$ cat src/rtl/fpu_op_sequencer_if.sv
// Handshake and FPU-side signal bundle for fpu_op_sequencer.
// The statistics counters exist only when FPU_SEQ_STATS_EN is defined.
interface fpu_op_sequencer_if;
  logic        in_valid;
  logic        in_ready;
  logic [31:0] in_op_a;
  logic [31:0] in_op_b;
  logic [31:0] fpu_op_a;
  logic [31:0] fpu_op_b;
  logic [31:0] fpu_data;
  logic [3:0]  fpu_status;
  logic        out_valid;
  logic        out_ready;
  logic [31:0] out_data;
  logic [3:0]  out_status;
  logic        busy;
`ifdef FPU_SEQ_STATS_EN
  logic [15:0] ovf_count;
  logic [15:0] inexact_count;
`endif

  // Sequencer side
  modport slave (
    input  in_valid, in_op_a, in_op_b, fpu_data, fpu_status, out_ready,
    output in_ready, fpu_op_a, fpu_op_b, out_valid, out_data, out_status, busy
`ifdef FPU_SEQ_STATS_EN
    , output ovf_count, inexact_count
`endif
  );

  // Upstream / downstream / FPU side
  modport master (
    output in_valid, in_op_a, in_op_b, fpu_data, fpu_status, out_ready,
    input  in_ready, fpu_op_a, fpu_op_b, out_valid, out_data, out_status, busy
`ifdef FPU_SEQ_STATS_EN
    , input ovf_count, inexact_count
`endif
  );
endinterface

$ cat src/rtl/fpu_op_sequencer.sv
// Queues operand pairs, holds each on a multi-cycle FPU for WAIT_CYCLES, then captures the result.
// Optional macro FPU_SEQ_STATS_EN adds saturating overflow/inexact result counters.
module fpu_op_sequencer #(
  parameter int unsigned WAIT_CYCLES = 8,
  parameter int unsigned FIFO_DEPTH  = 4
) (
  input logic               clock_100Khz,
  input logic               reset,
  fpu_op_sequencer_if.slave bus
);

  localparam int unsigned    PTR_W     = $clog2(FIFO_DEPTH);
  localparam logic [PTR_W:0] DEPTH_CNT = (PTR_W + 1)'(FIFO_DEPTH);
  localparam logic [PTR_W:0] CNT_ONE   = (PTR_W + 1)'(1);
  localparam logic [PTR_W-1:0] PTR_ONE = PTR_W'(1);
  localparam logic [7:0]     WAIT_LOAD = 8'(WAIT_CYCLES - 1);
  localparam logic [3:0]     ST_EXACT  = 4'd2;

  typedef enum logic [1:0] {IDLE, WAIT, HOLD} state_t;

  state_t            state, next_state;
  logic [31:0]       mem_a [FIFO_DEPTH];
  logic [31:0]       mem_b [FIFO_DEPTH];
  logic [PTR_W-1:0]  wr_ptr, rd_ptr;
  logic [PTR_W:0]    count;
  logic [7:0]        wait_cnt;
  logic              full, empty, push, pop, capture;

  assign full         = (count == DEPTH_CNT);
  assign empty        = (count == '0);
  assign push         = bus.in_valid && !full;
  assign bus.in_ready = !full;
  assign bus.busy     = (state != IDLE) || !empty;

  always_ff @(posedge clock_100Khz) begin
    if (push) begin
      mem_a[wr_ptr] <= bus.in_op_a;
      mem_b[wr_ptr] <= bus.in_op_b;
    end
  end

  // Pointers wrap naturally at the power-of-two depth; count separates full from empty.
  always_ff @(posedge clock_100Khz or posedge reset) begin
    if (reset) begin
      wr_ptr <= '0;
      rd_ptr <= '0;
      count  <= '0;
    end else begin
      if (push) wr_ptr <= wr_ptr + PTR_ONE;
      if (pop)  rd_ptr <= rd_ptr + PTR_ONE;
      case ({push, pop})
        2'b10:   count <= count + CNT_ONE;
        2'b01:   count <= count - CNT_ONE;
        default: count <= count;
      endcase
    end
  end

  always_ff @(posedge clock_100Khz or posedge reset) begin
    if (reset) state <= IDLE;
    else       state <= next_state;
  end

  always_comb begin
    next_state = state;
    pop        = 1'b0;
    capture    = 1'b0;
    case (state)
      IDLE: begin
        if (!empty) begin
          pop        = 1'b1;
          next_state = WAIT;
        end
      end
      WAIT: begin
        if (wait_cnt == 8'd0) begin
          capture    = 1'b1;
          next_state = HOLD;
        end
      end
      HOLD: begin
        if (bus.out_ready) begin
          if (!empty) begin
            pop        = 1'b1;
            next_state = WAIT;
          end else begin
            next_state = IDLE;
          end
        end
      end
      default: next_state = IDLE;
    endcase
  end

  // FPU operands change only on a pop, so the FPU inputs stay still while it computes.
  always_ff @(posedge clock_100Khz or posedge reset) begin
    if (reset) begin
      bus.fpu_op_a   <= '0;
      bus.fpu_op_b   <= '0;
      wait_cnt       <= '0;
      bus.out_valid  <= 1'b0;
      bus.out_data   <= '0;
      bus.out_status <= ST_EXACT;
    end else begin
      if (pop) begin
        bus.fpu_op_a <= mem_a[rd_ptr];
        bus.fpu_op_b <= mem_b[rd_ptr];
        wait_cnt     <= WAIT_LOAD;
      end else if (state == WAIT && wait_cnt != 8'd0) begin
        wait_cnt <= wait_cnt - 8'd1;
      end
      if (capture) begin
        bus.out_valid  <= 1'b1;
        bus.out_data   <= bus.fpu_data;
        bus.out_status <= bus.fpu_status;
      end else if (state == HOLD && bus.out_ready) begin
        bus.out_valid <= 1'b0;
      end
    end
  end

`ifdef FPU_SEQ_STATS_EN
  localparam logic [3:0] ST_OVERFLOW = 4'd0;
  localparam logic [3:0] ST_INEXACT  = 4'd3;

  always_ff @(posedge clock_100Khz or posedge reset) begin
    if (reset) begin
      bus.ovf_count     <= '0;
      bus.inexact_count <= '0;
    end else if (capture) begin
      if (bus.fpu_status == ST_OVERFLOW && bus.ovf_count != 16'hFFFF)
        bus.ovf_count <= bus.ovf_count + 16'd1;
      if (bus.fpu_status == ST_INEXACT && bus.inexact_count != 16'hFFFF)
        bus.inexact_count <= bus.inexact_count + 16'd1;
    end
  end
`else
  // No statistics hardware in this build.
`endif

endmodule

$ cat src/flat_wrapper.sv
// flat-port wrapper written by rule: the top's interface ports become plain ports
module fpu_op_sequencer_flat 
#(
  parameter int unsigned WAIT_CYCLES = 8,
  parameter int unsigned FIFO_DEPTH  = 4
)
  (clock_100Khz, reset, bus_in_valid, bus_in_op_a, bus_in_op_b, bus_fpu_data, bus_fpu_status, bus_out_ready, bus_in_ready, bus_fpu_op_a, bus_fpu_op_b, bus_out_valid, bus_out_data, bus_out_status, bus_busy);
  fpu_op_sequencer_if bus_i ();
  input logic clock_100Khz;
  input logic reset;
  input wire logic [$bits(bus_i.in_valid)-1:0] bus_in_valid;
  input wire logic [$bits(bus_i.in_op_a)-1:0] bus_in_op_a;
  input wire logic [$bits(bus_i.in_op_b)-1:0] bus_in_op_b;
  input wire logic [$bits(bus_i.fpu_data)-1:0] bus_fpu_data;
  input wire logic [$bits(bus_i.fpu_status)-1:0] bus_fpu_status;
  input wire logic [$bits(bus_i.out_ready)-1:0] bus_out_ready;
  output wire logic [$bits(bus_i.in_ready)-1:0] bus_in_ready;
  output wire logic [$bits(bus_i.fpu_op_a)-1:0] bus_fpu_op_a;
  output wire logic [$bits(bus_i.fpu_op_b)-1:0] bus_fpu_op_b;
  output wire logic [$bits(bus_i.out_valid)-1:0] bus_out_valid;
  output wire logic [$bits(bus_i.out_data)-1:0] bus_out_data;
  output wire logic [$bits(bus_i.out_status)-1:0] bus_out_status;
  output wire logic [$bits(bus_i.busy)-1:0] bus_busy;
  assign bus_i.in_valid = bus_in_valid;
  assign bus_i.in_op_a = bus_in_op_a;
  assign bus_i.in_op_b = bus_in_op_b;
  assign bus_i.fpu_data = bus_fpu_data;
  assign bus_i.fpu_status = bus_fpu_status;
  assign bus_i.out_ready = bus_out_ready;
  assign bus_in_ready = bus_i.in_ready;
  assign bus_fpu_op_a = bus_i.fpu_op_a;
  assign bus_fpu_op_b = bus_i.fpu_op_b;
  assign bus_out_valid = bus_i.out_valid;
  assign bus_out_data = bus_i.out_data;
  assign bus_out_status = bus_i.out_status;
  assign bus_busy = bus_i.busy;
  fpu_op_sequencer #(.WAIT_CYCLES(WAIT_CYCLES), .FIFO_DEPTH(FIFO_DEPTH)) u_core (.clock_100Khz(clock_100Khz), .reset(reset), .bus(bus_i));
endmodule
$ cat config.mk
export PLATFORM = sky130hd
export DESIGN_NAME = fpu_op_sequencer_flat
export DESIGN_NICKNAME = d
export VERILOG_FILES = /design/src/rtl/fpu_op_sequencer_if.sv /design/src/rtl/fpu_op_sequencer.sv /design/src/flat_wrapper.sv
export SDC_FILE = /design/constraint.sdc
export NUM_CORES = 1
export LEC_CHECK = 0
export BUFFER_PORTS_ARGS = -buffer_cell sky130_fd_sc_hd__buf_2
export CELL_PAD_IN_SITES_DETAIL_PLACEMENT = 1
export CELL_PAD_IN_SITES_GLOBAL_PLACEMENT = 2
export CORE_MARGIN = 4
export CORE_UTILIZATION = 42
export CTS_CLUSTER_DIAMETER = 80
export DETAILED_ROUTE_END_ITERATION = 6
export PLACE_DENSITY = 0.85
export SETUP_SLACK_MARGIN = 0.3
export SLEW_MARGIN = 20
export SYNTH_ARGS = -nofsm -noshare
export SYNTH_HDL_FRONTEND = slang
export SYNTH_SLANG_ARGS = --single-unit
export TNS_END_PERCENT = 20
$ cat constraint.sdc
create_clock -name clock_100Khz -period 3.65 [get_ports clock_100Khz]
set_input_delay 0.1825 -clock clock_100Khz [delete_from_list [all_inputs] [get_ports clock_100Khz]]
set_output_delay 0.1825 -clock clock_100Khz [all_outputs]
set_load 0.02 [all_outputs]
### After elaboration in Yosys (flattened, before gate mapping)

Memories as Yosys holds them, arrays and structs flattened. A register that Yosys moved wholly into a read port is not among the register bits.
Index checks and enable logic that the tools add are counted.

* register bits: 54
* bits in writable memories: 256
* bits of input ports: 104
* output and inout bits: 103
* memories kept: 2

Memories
* u_core.mem_a: depth 4, width 32, read ports 1, clocked after memory_dff 1, wr ports 1, line fpu_op_sequencer.sv:22 `logic [31:0] mem_a [FIFO_DEPTH];`
* u_core.mem_b: depth 4, width 32, read ports 1, clocked after memory_dff 1, wr ports 1, line fpu_op_sequencer.sv:23 `logic [31:0] mem_b [FIFO_DEPTH];`

* add/subtract/negate cells: 5
* eq/ne operators: 8
* multiplexer cells: 17
* reductions and logical operators: 15

Operators with widths (count)
* 8-bit two-way mux: 2
* 1-bit two-way mux: 9
* 8-bit logical NOT: 1
* 2-bit nonzero test: 4
* 8-bit nonzero test: 1
* 8-bit by 1-bit subtractor with 8-bit output, second input constant: 1
* 2-bit two-way mux: 3
* 2-bit one-hot mux with 3 select lines: 1
* 3-bit one-hot mux with 2 select lines: 1
* 2-bit by 1-bit adder with 2-bit output, second input constant: 2
* 2-bit by 1-bit == test with 1-bit output, second input constant: 2
* 2-bit == test, second input constant: 2
* 2-bit inequality test, second input constant: 2
* 3-bit by 1-bit adder with 3-bit output, second input constant: 1
* 3-bit == test, second input constant: 1
* 1-bit logical AND: 3
* 3-bit logical NOT: 1
* 3-bit AND reduction: 1
* 3-bit by 1-bit subtractor with 3-bit output, second input constant: 1
* 1-bit logical NOT: 2
* 2-bit logical NOT: 1
* 2-bit by 1-bit inequality test with 1-bit output, second input constant: 1
* 1-bit one-hot mux with 2 select lines: 1
* 1-bit logical OR: 1

### Depth between registers and ports, before layout

* word-level depth: 6
* mapped depth: 9

### Least setup slack after synthesis

OpenSTA, ideal clock, no wires.

* path kind: reg-to-reg
* from: reg u_core.count[0]
* to: mem u_core.mem_a[0][0] (enable)
* data arrival time: 2.276 ns
* required time: 3.221 ns
* path slack: 0.945 ns
* cell stages (with the launch flop): 4
* path buffers: 0
* period minus slack after synthesis: 2.705 ns
* cell sequence: dfrtp_1 -> nor2_1 -> nand2_1 -> and3_1

* longest elaborated chain between the ends: 5

Ends and longest elaborated chain
* start: declaration: line fpu_op_sequencer.sv:25 `logic [PTR_W:0] count;`
* start signal: assignment: line fpu_op_sequencer.sv:52 `2'b10: count <= count + CNT_ONE;`
* start signal: assignment: line fpu_op_sequencer.sv:53 `2'b01: count <= count - CNT_ONE;`
* start signal: assignment: line fpu_op_sequencer.sv:54 `default: count <= count;`
* 3-bit == test: line fpu_op_sequencer.sv:29 `assign full = (count == DEPTH_CNT);`
* 1-bit logical NOT
* net bus_in_ready: line flat_wrapper.sv:17 `output wire logic [$bits(bus_i.in_ready)-1:0] bus_in_ready;`
* 1-bit logical AND: line fpu_op_sequencer.sv:31 `assign push = bus.in_valid && !full;`
* 1-bit two-way mux: line fpu_op_sequencer.sv:36 `if (push) begin`
* 1-bit two-way mux (implied by the code): line fpu_op_sequencer.sv:37 `mem_a[wr_ptr] <= bus.in_op_a;`
* end: declaration: line fpu_op_sequencer.sv:22

The timed path passes the listed nets, and every way through them passes these cells.

### Worst setup path after layout

* from: reg u_core.wait_cnt[0]
* to: reg u_core.bus.out_data[30]

* longest elaborated chain between the ends: 3

Ends and longest elaborated chain
* start: declaration: line fpu_op_sequencer.sv:26 `logic [7:0] wait_cnt;`
* start signal: assignment: line fpu_op_sequencer.sv:110 `wait_cnt <= wait_cnt - 8'd1;`
* 8-bit logical NOT: line fpu_op_sequencer.sv:76 `if (wait_cnt == 8'd0) begin`
* 1-bit two-way mux: line fpu_op_sequencer.sv:76
* 1-bit two-way mux: line fpu_op_sequencer.sv:68 `case (state)`
* end signal: assignment: line fpu_op_sequencer.sv:114 `bus.out_data <= bus.fpu_data;`
* end: declaration: line fpu_op_sequencer_if.sv:25 `output in_ready, fpu_op_a, fpu_op_b, out_valid, out_data, out_status, busy`

Every way passes these cells.
A chain may end at the register's enable or synchronous reset.

==> parameters.txt <==
Parameter                              Value

Outcome
  Outcome    finished clean

Logic synthesis
  Netlist area before placement    14000 µm²
  Xor-xnor portion of the synthesized cell area    0.565%
  Compound-cell area share of the yosys netlist    0.412%
  Main combinational cell family by area after synthesis    multiplexers
  Post-synthesis register bit count    374
  Count of yosys warnings during synthesis    0
  Post-synthesis instance total    774
  Nets in the synthesized netlist    886
  Share of synthesized area spent on multiplexers    14.0%
  Simple-gate area share of the yosys netlist    6.66%
  Fraction of the yosys area taken by sequential cells    76.2%
  Area share of fa/ha/maj cells after synthesis    0.771%
  Synth unique cells    38
  Avg Synthesized Cell Area    18.0 µm²

GRT
  Aggregate global-route resource usage    18.2%
  Vias in the first global route    8955
  Global-route wire length before repair    51600 µm
  Pin count of the biggest net entering global routing    81
  Sum of overflow across all layers after global routing    0
  Antenna violations before repair    0

STA
  RSZ-0062 raised after global routing    no
  Final Slew Violations    0
  Setup TNS    0 ns
  Fmax    391 MHz
  Clock tree skew after final layout    0.0196 ns
  Final cycle utilization of the critical path    70.2%
  Clock period minus final worst setup slack    2.56 ns
  Number of setup violations in the final report    0
  Final setup slack of the worst path    1.09 ns
  Worst-margin pin slew    1.08 ns
  Endpoints failing hold    0
  Max-Slew Margin vs Limit    28.0%

Floorplanning
  I/O pin total    207
  Die height    190 µm
  Starting utilization of the core area    42.7%
  Die ar.    36200 µm²
  Placement row count    66
  Core area    32700 µm²
  DIE WIDTH    190 µm

Placed design
  DPL Wire Length    16800 µm
  Number of placed cells counting well taps    1396
  Number of buffer cells added on primary ports    206
  Placer congestion estimate    0.710
  Placement Setup Slack    1.09 ns

Clock network
  Depth of the CTS H-tree    2
  Clock sink count    374
  CTS Hold Bufs    102
  Clock latency on the worst-skew pair    0.53 ns
  Cts bufs inserted    41
  Clock tree from TritonCTS    yes
  Count of buffers added by post-CTS timing repair for setup    0
  Clock edge transition at the registers on the reported setup and hold paths    0.06 ns
  Maximum buffer depth of the clock tree    3
  Clock tree root buffer cell    clkbuf_16
  PostCTS Resize Cnt    0

Finish
  Finished Layout Cells    1575
  Fin nets    1212
  Layout overhead on the synthesized area    28.3%
  Fraction of final layout cells with drive strength greater than 1    35.0%
  Fill cell total of the finished layout    3103
  Diodes inserted    0

Hold path
  Hold/Removal Path Class    input pin to register

Drt
  DR vias    7832
  First-pass iteration count of the detailed router    4
  Antenna-violating nets left    0
  DRC marker count from the first detailed-route iteration    373
  Drt drc    0
  Via/cell ratio    4.97
  Routed WL per cell    20.6 µm
  Detailed-route wire length    32400 µm

Setup path
  Type of element capturing the critical path    register
  Critical Path Fanout Max    38
  Startpoint Class    register
  Arrival time worst endpoint    2.96 ns
  WP data required    4.05 ns
  Type of the worst setup path    register to register

Power and ir drop
  Peak supply drop    0.489 mV
  Power per cell area    851 nW/µm²
  Leak pwr    7.18 nW

Flow run
  Max_cap viols    0
sequential cells by signal (all words and copies together) (netlist names), 3 cells and up:
register               flops
u_core.mem_a             128
u_core.mem_b             128
u_core.bus.fpu_op_a       32
u_core.bus.fpu_op_b       32
u_core.bus.out_data       32
u_core.wait_cnt            8
u_core.bus.out_status      4
u_core.count               3
critical path, stage by stage (launching register included):
cell and delay (ns):
dfrtp_1 0.38, inv_1 0.13, ha_1 0.15, or3b_2 0.49
nor2_1 0.14, nand2_2 0.59, mux2_2 0.54
metrics by stage:
stage	hold WS [ns]	utilization (%)	area, µm²	total power [mW]
finish	0.104	54.7	17900	15.2
global route	0.111	54.7	17900	16.1
CTS	0.0794	54.7	17900	15.4
detailed placement	0.401	47.3	15500	11.1
global placement	0.395	47.3	15500	10.9
floorplan	0.281	-	14000	9.54
logic make-up after synthesis:
kind of cell	after synthesis
flops	374
compound gates	9
buf+inv	41
simple gates	229
xor+xnor	9
mux	104
fa+ha+maj	8
cells in the mapped netlist, drive strengths merged:
cell | number | area [µm²]
mux2 | 38 | 495
mux2i | 2 | 20.0
or4b | 1 | 10.0
xnor2 | 7 | 61.3
dfrtp | 117 | 2930
and3 | 4 | 25.0
o41ai | 1 | 8.76
or3 | 3 | 18.8
and2b | 1 | 7.51
nor3b | 1 | 7.51
nor4b | 1 | 8.76
or4 | 2 | 18.8
mux4 | 64 | 1440
ha | 7 | 87.6
a21oi | 2 | 10.0
edfxtp | 256 | 7690
inv | 9 | 33.8
or3b | 1 | 8.76
nand2b | 2 | 12.5
nor3 | 1 | 5.00
nand2 | 200 | 751
and2 | 1 | 6.26
nor2 | 8 | 30.0
nand3 | 1 | 5.00
clkbuf | 16 | 60.1
fa | 1 | 20.0
dfstp | 1 | 26.3
o21ai | 4 | 23.8
xor2 | 2 | 17.5
nand3b | 2 | 15.0
buf | 16 | 92.6
o211ai | 2 | 15.0
layout make-up:
type | count | area [µm²] | area share, %
clock buffers | 48 | 1060 | 5.93
clock inverters | 28 | 309 | 1.73
inverters | 9 | 40.0 | 0.224
multi-input cells | 359 | 3150 | 17.6
flip-flops and latches | 374 | 10600 | 59.5
well taps | 442 | 553 | 3.09
repair buffers | 315 | 2140 | 11.9
cells in the final DEF, fill, tap and decap left out, drive strengths merged, types with 2 or more instances in the layout:
master and n:
edfxtp 256, buf 213, nand2 200, dfrtp 117, dlygate4sd3 102, mux4 64, clkbuf 48, mux2 38
clkinv 16, inv 11, nor2 8, xnor2 7, ha 7, clkinvlp 5, bufinv 5, and3 4
o21ai 4, or3 3, nand2b 2, nand3b 2, xor2 2, o211ai 2, mux2i 2, a21oi 2
or4 2
power by group:
part	internal [mW]	switching, mW
Sequential	5.85	0.784
Combinational	1.93	2.54
Clock	2.47	1.67
Total	10.2	5.00
layer usage:
layer / track usage [%] / share of wire [%] / wire (µm) / up-vias
li1: - / - / - / 3525
met2: 32.6 / 52 / 16700 / 228
met1: 23.2 / 41 / 13400 / 4041
met5: 0 / 0 / 0 / -
met3: 3.46 / 5.7 / 1860 / 38
met4: 3.70 / 1.4 / 453 / 0
path summary, 6_finish.rpt:
kind / endpoint / slack (ns) / depth (start not counted) / startpoint
max reg2reg: u_core.bus.out_data[30] / 1.09 / 6 / u_core.wait_cnt[0]
max: u_core.bus.out_data[30] / 1.09 / 6 / u_core.wait_cnt[0]
min in group asynchronous: u_core.bus.out_data[17] / 0.36 / 3 / reset
min reg2reg: u_core.bus.fpu_op_a[31] / 0.47 / 2 / u_core.bus.fpu_op_a[31]
min: u_core.wr_ptr[0] / 0.10 / 3 / bus_in_valid
max in group asynchronous: u_core.bus.fpu_op_b[0] / 2.43 / 4 / reset
Note: power is estimated with default switching activity, not from simulation.
